`src/rtl/spi_master_ctrl.sv`:
```
// rtl/spi_master_ctrl.sv - SPI mode-0 initiator, MSB first, full-duplex single-word transfers
//
// Ports:
//   clk      system clock, rising edge
//   rst      asynchronous reset, active-high
//   start    one-cycle transfer request, honoured only while idle
//   tx_data  word to send, captured when start is accepted
//   rx_data  last received word, updated when done pulses
//   busy     high from the cycle after start is accepted until done
//   done     one-cycle pulse at end of transfer
//   sclk     SPI clock, idles low
//   mosi     serial data out
//   miso     serial data in, already synchronous to clk
//   cs_n     chip select, active-low
module spi_master_ctrl #(
  parameter int DATA_WIDTH = 8,
  parameter int CLK_DIV    = 2
) (
  input  logic                  clk,
  input  logic                  rst,
  input  logic                  start,
  input  logic [DATA_WIDTH-1:0] tx_data,
  output logic [DATA_WIDTH-1:0] rx_data,
  output logic                  busy,
  output logic                  done,
  output logic                  sclk,
  output logic                  mosi,
  input  logic                  miso,
  output logic                  cs_n
);

  localparam int DIV_W = (CLK_DIV > 1) ? $clog2(CLK_DIV) : 1;
  localparam int BIT_W = $clog2(DATA_WIDTH) + 1;
  localparam logic [DIV_W-1:0] DIV_LAST = DIV_W'(CLK_DIV - 1);
  localparam logic [BIT_W-1:0] BIT_LAST = BIT_W'(DATA_WIDTH);

  typedef enum logic [2:0] {IDLE, SETUP, HIGH, LOW, HOLD, FIN} state_t;

  state_t                state, state_nxt;
  logic [DIV_W-1:0]      div_cnt, div_cnt_nxt;
  logic [BIT_W-1:0]      bit_cnt, bit_cnt_nxt;
  logic [DATA_WIDTH-1:0] tx_sr, tx_sr_nxt;
  logic [DATA_WIDTH-1:0] rx_sr, rx_sr_nxt;
  logic [DATA_WIDTH-1:0] rx_data_nxt;
  logic                  busy_nxt, done_nxt, sclk_nxt, mosi_nxt, cs_n_nxt;
  logic                  div_end;

  assign div_end = (div_cnt == DIV_LAST);

  always_ff @(posedge clk or posedge rst) begin
    if (rst) begin
      state   <= IDLE;
      div_cnt <= '0;
      bit_cnt <= '0;
      tx_sr   <= '0;
      rx_sr   <= '0;
      rx_data <= '0;
      busy    <= 1'b0;
      done    <= 1'b0;
      sclk    <= 1'b0;
      mosi    <= 1'b0;
      cs_n    <= 1'b1;
    end else begin
      state   <= state_nxt;
      div_cnt <= div_cnt_nxt;
      bit_cnt <= bit_cnt_nxt;
      tx_sr   <= tx_sr_nxt;
      rx_sr   <= rx_sr_nxt;
      rx_data <= rx_data_nxt;
      busy    <= busy_nxt;
      done    <= done_nxt;
      sclk    <= sclk_nxt;
      mosi    <= mosi_nxt;
      cs_n    <= cs_n_nxt;
    end
  end

  always_comb begin
    state_nxt   = state;
    div_cnt_nxt = div_cnt;
    bit_cnt_nxt = bit_cnt;
    tx_sr_nxt   = tx_sr;
    rx_sr_nxt   = rx_sr;
    rx_data_nxt = rx_data;
    busy_nxt    = busy;
    done_nxt    = 1'b0;
    sclk_nxt    = sclk;
    mosi_nxt    = mosi;
    cs_n_nxt    = cs_n;

    case (state)
      IDLE: begin
        if (start) begin
          state_nxt   = SETUP;
          // MSB goes straight onto mosi; the shifter holds the remaining bits.
          mosi_nxt    = tx_data[DATA_WIDTH-1];
          tx_sr_nxt   = {tx_data[DATA_WIDTH-2:0], 1'b0};
          rx_sr_nxt   = '0;
          bit_cnt_nxt = '0;
          div_cnt_nxt = '0;
          cs_n_nxt    = 1'b0;
          busy_nxt    = 1'b1;
        end
      end
      SETUP, LOW: begin
        if (!div_end) begin
          div_cnt_nxt = div_cnt + 1'b1;
        end else begin
          div_cnt_nxt = '0;
          if (state == LOW && bit_cnt == BIT_LAST) begin
            state_nxt = HOLD;
          end else begin
            // Rising sclk edge: miso is captured on the same clk edge.
            state_nxt   = HIGH;
            sclk_nxt    = 1'b1;
            rx_sr_nxt   = {rx_sr[DATA_WIDTH-2:0], miso};
            bit_cnt_nxt = bit_cnt + 1'b1;
          end
        end
      end
      HIGH: begin
        if (!div_end) begin
          div_cnt_nxt = div_cnt + 1'b1;
        end else begin
          div_cnt_nxt = '0;
          state_nxt   = LOW;
          sclk_nxt    = 1'b0;
          // After the final bit mosi keeps its value through HOLD.
          if (bit_cnt != BIT_LAST) begin
            mosi_nxt  = tx_sr[DATA_WIDTH-1];
            tx_sr_nxt = {tx_sr[DATA_WIDTH-2:0], 1'b0};
          end
        end
      end
      HOLD: begin
        if (!div_end) begin
          div_cnt_nxt = div_cnt + 1'b1;
        end else begin
          div_cnt_nxt = '0;
          state_nxt   = FIN;
          cs_n_nxt    = 1'b1;
          busy_nxt    = 1'b0;
          done_nxt    = 1'b1;
          mosi_nxt    = 1'b0;
          rx_data_nxt = rx_sr;
        end
      end
      FIN: begin
        // start is not looked at here, guaranteeing a second cs_n-high cycle.
        state_nxt = IDLE;
      end
      default: begin
        state_nxt = IDLE;
      end
    endcase
  end

endmodule

```
`config.mk`:
```
export PLATFORM = sky130hd
export DESIGN_NAME = spi_master_ctrl
export DESIGN_NICKNAME = d
export VERILOG_FILES = /design/src/rtl/spi_master_ctrl.sv
export SDC_FILE = /design/constraint.sdc
export NUM_CORES = 1
export LEC_CHECK = 0
export BUFFER_PORTS_ARGS = -buffer_cell sky130_fd_sc_hd__buf_4
export CORE_ASPECT_RATIO = 0.5
export CORE_UTILIZATION = 58
export CTS_BUF_LIST = sky130_fd_sc_hd__clkbuf_8
export CTS_CLUSTER_DIAMETER = 150
export CTS_CLUSTER_SIZE = 8
export DETAILED_ROUTE_END_ITERATION = 7
export GPL_TIMING_DRIVEN = 0
export PLACE_DENSITY = 0.81
export SLEW_MARGIN = 20
export SYNTH_ARGS = -nofsm -noshare
export SYNTH_HDL_FRONTEND = slang
export SYNTH_SLANG_ARGS = --single-unit
```
`constraint.sdc`:
```
create_clock -name clk -period 2 [get_ports clk]
set_clock_uncertainty 0.05 [all_clocks]
set_input_delay 0.1 -clock clk [delete_from_list [all_inputs] [get_ports clk]]
set_output_delay 0.1 -clock clk [all_outputs]
set_load 0.01 [all_outputs]
```
After elaboration in Yosys (flattened, before gate mapping)
Cells that the tools add are included.

Add/subtract/negate cells: 2. Equality and inequality tests: 12. Muxes and demuxes: 35. Reduce and logical (&&, ||, !) cells: 18.

Operator list (count): $mux 8 (6); $pmux 8 s2 (2); $reduce_and 4->1 (4); $mux 3 (5); $mux 1 (12); $mux 4 (3); $ne 2x2->1 const B (6); $pmux 3 s4 (1); $reduce_bool 2->1 (5); $pmux 1 s2 (4); $pmux 4 s2 (1); $eq 3x2->1 const B (2); $reduce_and 5->1 (1); $add 4x1->4 const B (1); $eq 4x4->1 const B (1); $ne 4x4->1 const B (1); $reduce_and 2->1 (2); $reduce_or 4->1 (1); $eq 3x1->1 const B (1); $eq 3x3->1 const B (1); $logic_not 3->1 (1); $pmux 1 s3 (1); $reduce_and 3->1 (1); $reduce_bool 3->1 (1); other kinds (3) (3).

Output and inout bits: 13. Logic and storage cells: 78. Bits in registers: 37.

Depth between registers and ports, before layout
Gate-level depths: netlist of run 1.

Depth in word-level cells: 5. Depth in mapped cells: 7. Depth with buffers taken out: 6.

Worst setup path before layout of run 1
No wires, ideal clock.

Path kind: register to register. From: register state[2]. To: register tx_sr[2]. Period minus slack after synthesis: 1.809 ns. Cell stages (with the launch flop): 7. Library setup time: 0.125 ns. Arrival time: 1.634 ns. Buffers on the path: 2. Setup slack: 0.191 ns. Required time: 1.825 ns. Cell sequence: dfrtp_1 > or3b_1 > buf_6 > a31oi_4 > o22a_1 > buf_6 > mux2_4.

Longest elaborated chain between the ends: 3. Elaborated cells between the ends (all ways): 8.

RTL lines: start, declared (line 39) `state_t state, state_nxt;`; start signal, assigned (line 64) `state <= state_nxt;`; $eq 3x2->1 / $logic_not 3->1 (equally long branches) (line 91) `case (state)`; $ne 2x2->1 (no line) / $reduce_bool 2->1 (equally long branches); $reduce_and 4->1 (no line); end signal, assigned (line 67) `tx_sr <= tx_sr_nxt;`; end, declared (line 42) `logic [DATA_WIDTH-1:0] tx_sr, tx_sr_nxt;`.

Several ways; a longest one is shown, not always the timed one. A chain may end at the register's enable or synchronous reset.

Worst setup path in the final report of run 1
From: register state[2]. To: register tx_sr[7].

The elaborated chain is that of the path after synthesis.

==> results.tsv, run 1 <==
metric	value	unit
nature of the critical path endpoint	flop	
# port buffers	24	
TritonRoute pass-1 iters	4	
Post-Route Utilization	76.0	%
most numerous cell in the Yosys netlist	nand2_1	
Yosys warning count	0	
Max FO, Critical Path	9	
RR Startpoint	state[2]	
global-route wire length before repair	5450	um
Peak Freq	512	MHz
Cells after Synth	177	
most used cell, CP	buf_6	
Via Count	1320	
row count	13	
Peak VDD IR	507	uV
Yosys reg bits	36	
FF-to-FF End	tx_sr[7]	
commonest cells in the synthesized netlist	nand2_1, dfrtp_1, o21ai_0, inv_1, nor2_1	
post-route antenna net violation count	0	
Via density	5.30	
Max clock buf depth	2	
GP Congestion	0.785	
syn_area_per_cell	9.68	um2
CTS tree	yes	
buffer and inverter count on the worst path	2	
layout cells sized above 1	21.2	%
total global routing overflow	0	
largest net degree at the start of global routing	37	
Yosys cell types	36	
Area Growth Syn to Fin	19.9	%
worst-path cell with the longest stage delay	dfrtp_1	
worst min path class	input port to flop	
final setup vio count	0	
start point of the critical path	state[2]	
Die ar.	3190	um2
critical setup path kind	flop to flop	
Worst Max-Slew Pin Slew	0.734	ns
Initial Util	63.4	%
WHS Endpoint	rx_sr[0]	
max-cap viol count	0	
Final Hold Viols	0	
DP HPWL	2230	um
CTS root buffer	clkbuf_8	
R2R Setup Slk	0.05	ns
CP Cell Sequence	or3b_1, buf_6, a31oi_4, o22a_1, buf_6, mux2_4	
RSZ-0062 raised after global routing	no	
hold depth	3	
non-filler instance count after layout	249	
Rel. slew slack	51.0	%
Syn Nets	191	
Hold Startpoint	miso	
initial antenna violation count	0	
vias in the first global route	1214	
cells on worst reg2reg path	6	
routed wire length	3300	um
Synth area leaders	dfrtp_1, nand2_1, mux2_4	
Req. time, crit path	2.12	ns
crit start category	flop	
fin. max-slew vios	0	
total placed cells including tap cells	238	
Final Cycle Share	97.6	%
CP delay by family, top	flip-flops	
DRC	0	
Iter 0 DRT Violations	79	
clock-pin transition on the worst setup and hold timing paths	0.07	ns
num ports	25	
core area	2700	um2
share of the synthesized area in the top cell type	51.1	%
most used flip-flop cell after synthesis	dfrtp_1	
register area share after synthesis	52.7	%
Critical Path Max Stage Delay	0.42	ns
WL/cell	13.2	um
mapped cell area	1710	um2
Final min period	1.95	ns
Post-synth EDFFs	0	
H-tree depth	2	
Pwr Density	682	nW/um2
Worst-Skew Late Latency	0.29	ns
die span in y	40.4	um
status	completed	
asr flop ratio synth	100	%
Final nets	225	
LEAKAGE	0.981	nW
Die X	78.9	um
GRT Total Usage	24.4	%
CTS Buf Count	5	
setup TNS	0	ns
Yosys top cell by area	dfrtp_1	
Ant. Diodes	0	
Sink Count	36	
Worst EP arrival	2.07	ns
[cell usage in the layout (no fill, tap or decap), drive strengths merged]
cell         Yosys  final
a211oi           1      1
a21o             2      2
a21oi            5      5
a31oi            1      1
and2             2      2
and4             1      1
buf              4     29
clkbuf           6     11
clkinv           0      1
dfrtp           35     35
dfstp            1      1
dlygate4sd3      0      2
ha               2      2
inv              9     11
mux2            12     12
nand2           50     50
nand2b           1      1
nand3            2      2
nand4            1      1
nand4b           1      1
nor2             8      8
nor2b            2      2
nor3             2      2
nor3b            1      1
nor4             1      1
o211ai           1      1
o21ai           17     17
o221ai           1      1
o22a             2      2
o22ai            1      1
o31ai            3      3
or3b             1      1
xor2             1      1
[area by class of cell]
cell class / instances / area, um2
Tap cell: 37 / 46.3
Sequential cell: 36 / 902
Clock buffer: 5 / 68.8
Buffer: 10 / 53.8
Fill cell: 191 / 647
Multi-Input combinational cell: 122 / 728
Clock inverter: 3 / 12.5
Timing Repair Buffer: 27 / 208
Inverter: 9 / 33.8
[power by group]
part	switching (mW)	total, mW	internal, mW
Clock	0.247	0.481	0.234
Sequential	0.0188	0.778	0.759
Combinational	0.0697	0.141	0.0711
Total	0.336	1.40	1.06
[stage by stage]
step                hold WS (ns)  cell area (um2)  worst slack [ns]  total power [mW]
finish                    0.0231             2050            0.0476              1.40
detailed placement         0.234             1940            0.0862             0.930
CTS                       0.0198             2040            0.0667              1.42
floorplan                  0.172             1710             0.191             0.874
global route              0.0315             2050          0.000843              1.47
global placement           0.267             1940             0.109             0.924
[worst max-delay path by stage]
stage,endpoint,slack [ns],depth (start not counted)
after floorplan,tx_sr[2],0.19,6
after global placement,tx_sr[4],0.11,6
after detailed placement,tx_sr[5],0.09,6
after CTS,tx_sr[6],0.07,6
after global routing,tx_sr[6],0.0008,6
final,tx_sr[7],0.05,6
[per-layer routing]
metal | wire, um | global-route usage, % | up-vias | part of all wire, %
met5 | 0 | 0 | - | 0
li1 | - | - | 664 | -
met2 | 1460 | 40.2 | 27 | 44
met3 | 184 | 10.2 | 9 | 5.6
met4 | 47 | 8.64 | 0 | 1.4
met1 | 1600 | 29.9 | 620 | 49
[timing repair]
item	in CTS	in global routing
endpoints found under the hold margin	36	0
resized for setup	0	1
hold buffers	2	0
setup endpoints to repair	0	6
buffers inserted	0	1
[state kept, by name, indices dropped and copies added (netlist names)]
signal,cells
sclk,1
done,1
tx_sr,7
mosi,1
cs_n,1
rx_data,8
rx_sr,8
state,3
bit_cnt,4
busy,1
div_cnt,1
[cell families after synthesis]
kind of cell,count (synthesis),share of synthesized area [%]
and+or+nand+nor,73,18.4
muxes,12,9.20
AOI/OAI and AO/OA,34,12.6
adders and majority gates,2,1.46
xor gates and xnor gates,1,0.511
buffers and inverters,19,5.11
DFF,36,52.7
[worst min-delay path, stage by stage]
cell and delay, ns:
buf_4 0.11, nand2_1 0.04, o21ai_0 0.07
Power figures use the tool's default switching activity.
==> inputs of run 2 (changes only) <==
--- a/config.mk
+++ b/config.mk
@@ -6,14 +6,15 @@
 export NUM_CORES = 1
 export LEC_CHECK = 0
 export BUFFER_PORTS_ARGS = -buffer_cell sky130_fd_sc_hd__buf_4
+export CAP_MARGIN = 20
 export CORE_ASPECT_RATIO = 0.5
-export CORE_UTILIZATION = 58
-export CTS_BUF_LIST = sky130_fd_sc_hd__clkbuf_8
+export CORE_UTILIZATION = 50
+export CTS_BUF_LIST = sky130_fd_sc_hd__clkbuf_8 sky130_fd_sc_hd__clkbuf_16
 export CTS_CLUSTER_DIAMETER = 150
 export CTS_CLUSTER_SIZE = 8
 export DETAILED_ROUTE_END_ITERATION = 7
 export GPL_TIMING_DRIVEN = 0
-export PLACE_DENSITY = 0.81
+export PLACE_DENSITY = 0.74
 export SLEW_MARGIN = 20
 export SYNTH_ARGS = -nofsm -noshare
 export SYNTH_HDL_FRONTEND = slang
==> constraint.sdc (replaced) <==
create_clock -name clk -period 1.75 [get_ports clk]
set_clock_uncertainty 0.05 [all_clocks]
set_input_delay 0.0875 -clock clk [delete_from_list [all_inputs] [get_ports clk]]
set_output_delay 0.0875 -clock clk [all_outputs]
set_load 0.01 [all_outputs]
==> run 2 against run 1 <==
Against the previous run:
- first-iteration DRC count shrank 22%
- utilization shrank 7.9 points
- the flow now finishes with violations (setup timing)
- clock power grew 14%
- highest routed layer unchanged
- non-clock buffer count grew 7
==> results.tsv, run 2 (synthesis results as in run 1) <==
metric	value	unit	change
Ant. Diodes	0		unchanged
worst-path cell with the longest stage delay	dfrtp_1		
R2R Setup Slk	-0.11	ns	-0.16 ns
Pwr Density	752	nW/um2	+10%
most common cell after layout, fill and taps aside	nand2_1		
largest net degree at the start of global routing	37		unchanged
final worst slack	-0.107	ns	-0.155 ns
CTS tree	yes		
RR Startpoint	state[0]		
worst min path class	input port to flop		
Iter 0 DRT Violations	62		-22%
Initial Util	54.6	%	-8.8 points
row count	14		+1
cells on worst reg2reg path	6		unchanged
Psw	0.383	mW	+14%
Sink Count	36		unchanged
Worst EP arrival	1.98	ns	-0.09 ns
Clk pwr share	34.0	%	-0.4 points
Max clock buf depth	2		unchanged
clock-pin transition on the worst setup and hold timing paths	0.07	ns	about the same
Post-Route Utilization	68.1	%	-7.9 points
final setup vio count	7		+7
Final min period	1.86	ns	-0.0950 ns
global-route wire length before repair	5900	um	+8.2%
status	complete, but fails checks		
hold depth	3		unchanged
Die X	84.8	um	+7.5%
max-cap viol count	0		unchanged
FILL cells	254		+33%
Peak Freq	538	MHz	+5.1%
CTS Buf Count	5		unchanged
total power	1.61	mW	+15%
fin. max-slew vios	0		unchanged
multi-input logic area	739	um2	+1.5%
Cell Int Power	1.22	mW	+15%
die span in y	43.4	um	+7.3%
TritonRoute pass-1 iters	4		unchanged
Final Hold Viols	0		unchanged
DRC	0		unchanged
Area Growth Syn to Fin	24.7	%	
CTS root buffer	clkbuf_8		
routed wire length	3470	um	+5.3%
Logic pwr share	10.7	%	+0.6 points
Worst Max-Slew Pin Slew	0.729	ns	-0.00475 ns
CP Cell Sequence	or3b_1, buf_6, a31oi_4, o22a_1, buf_6, mux2_4		
failing checks	setup timing		
post-route antenna net violation count	0		unchanged
commonest cells after routing, fill and taps aside	nand2_1, dfrtp_1, buf_4		
WHS Endpoint	tx_sr[4]		
Largest regs	rx_data x8, rx_sr x8, tx_sr x7		
non-filler instance count after layout	259		+4.0%
Die ar.	3680	um2	+15%
crit start category	flop		
Req. time, crit path	1.87	ns	-0.25 ns
setup TNS	-0.637	ns	-0.637 ns
RSZ-0062 raised after global routing	yes		
Peak VDD IR	512	uV	+0.93%
vias in the first global route	1326		+9.2%
initial antenna violation count	0		unchanged
H-tree depth	2		unchanged
Sw Share	23.8	%	-0.15 points
WL/cell	13.4	um	+1.2%
most used cell, CP	buf_6		
total global routing overflow	0		unchanged
core area	3140	um2	+16%
Max FO, Critical Path	7		-2
register area	902	um2	unchanged
# port buffers	24		unchanged
Via density	5.36		+1.0%
Worst-Skew Late Latency	0.29	ns	about the same
num ports	25		unchanged
layout cells sized above 1	26.9	%	+5.7 points
GRT Total Usage	21.5	%	-2.9 points
Final nets	232		+3.1%
Final Cycle Share	106	%	+8.5 points
critical setup path kind	flop to flop		
Critical Path Max Stage Delay	0.42	ns	about the same
LEAKAGE	1.04	nW	+5.8%
Seq pwr share	55.3	%	-0.3 points
nature of the critical path endpoint	flop		
total placed cells including tap cells	241		+1.3%
GP Congestion	0.794		+1.1%
DP HPWL	2310	um	+3.9%
FF-to-FF End	tx_sr[5]		
Via Count	1387		+5.1%
Hold Startpoint	tx_data[3]		
Rel. slew slack	51.3	%	+0.32 points
## run 2: cell count changes in the layout (fill, tap and decap cells not counted)
cell,delta
buf_1,-1
clkbuf_1,-5
nor4_1,-1
clkbuf_2,+4
nor3_2,+1
buf_4,+8
nor3_1,-1
nor4_2,+1
dlygate4sd3_1,+1
## run 2: timing repair
action | 4_1_cts | 5_1_grt
resized for setup | 5 | 13
hold endpoints to repair | 37 | 0
buffers inserted | 7 | 0
cloned | 0 | 0
endpoints found under the setup margin | 28 | 28
hold buffers | 3 | 0
## run 2: per-stage QoR
step / hold slack (ns) / cell area [um2] / worst slack (ns)
floorplan: 0.160 / 1710 / -0.0441
global placement: 0.261 / 1940 / -0.129
detailed placement: 0.226 / 1940 / -0.131
CTS: 0.0935 / 2130 / -0.0840
global route: 0.104 / 2140 / -0.168
finish: 0.101 / 2140 / -0.107
## run 2: cell type report
cell class              count  share of cell area [%]
well taps                  40                    2.34
flip-flops and latches     36                    42.2
inverters                   9                    1.58
multi-input cells         122                    34.6
clock inverters             3                   0.586
plain buffers              10                    3.10
repair buffers             34                    12.3
clock buffers               5                    3.22
## run 2: worst max path at each step
stage	startpoint	to	slack, ns
4_1_cts	state[2]	tx_sr[4]	-0.08
6_report	state[0]	tx_sr[5]	-0.11
3_5_place_dp	state[0]	tx_sr[4]	-0.13
5_1_grt	state[2]	tx_sr[4]	-0.17
2_1_floorplan	state[2]	tx_sr[2]	-0.04
3_3_place_gp	state[2]	rx_data[0]	-0.13
## run 2: power groups by stage
| stage | sequential [mW] | clock, mW | combinational [mW] |
|---|---|---|---|
| 2_1_floorplan | 0.906 | 0 | 0.0929 |
| 3_3_place_gp | 0.902 | 0 | 0.155 |
| 3_5_place_dp | 0.904 | 0 | 0.160 |
| 4_1_cts | 0.888 | 0.568 | 0.172 |
| 5_1_grt | 0.893 | 0.597 | 0.192 |
| 6_report | 0.888 | 0.547 | 0.171 |
## run 2: metal layers
metal | vias up | track usage [%] | part of all wire [%]
met5 | - | 0 | 0
met2 | 42 | 34.5 | 46
met4 | 0 | 8.47 | 1.0
met1 | 663 | 28.4 | 48
met3 | 7 | 6.29 | 5.5
li1 | 675 | - | -
## run 2: worst max-delay path: cells and delay by family (launching register included)
family                 cells  cell delay (ns)
AOI/OAI and AO/OA          2             0.30
muxes                      1             0.30
buffers and inverters      2             0.29
and+or+nand+nor            1             0.38
DFF                        1             0.42
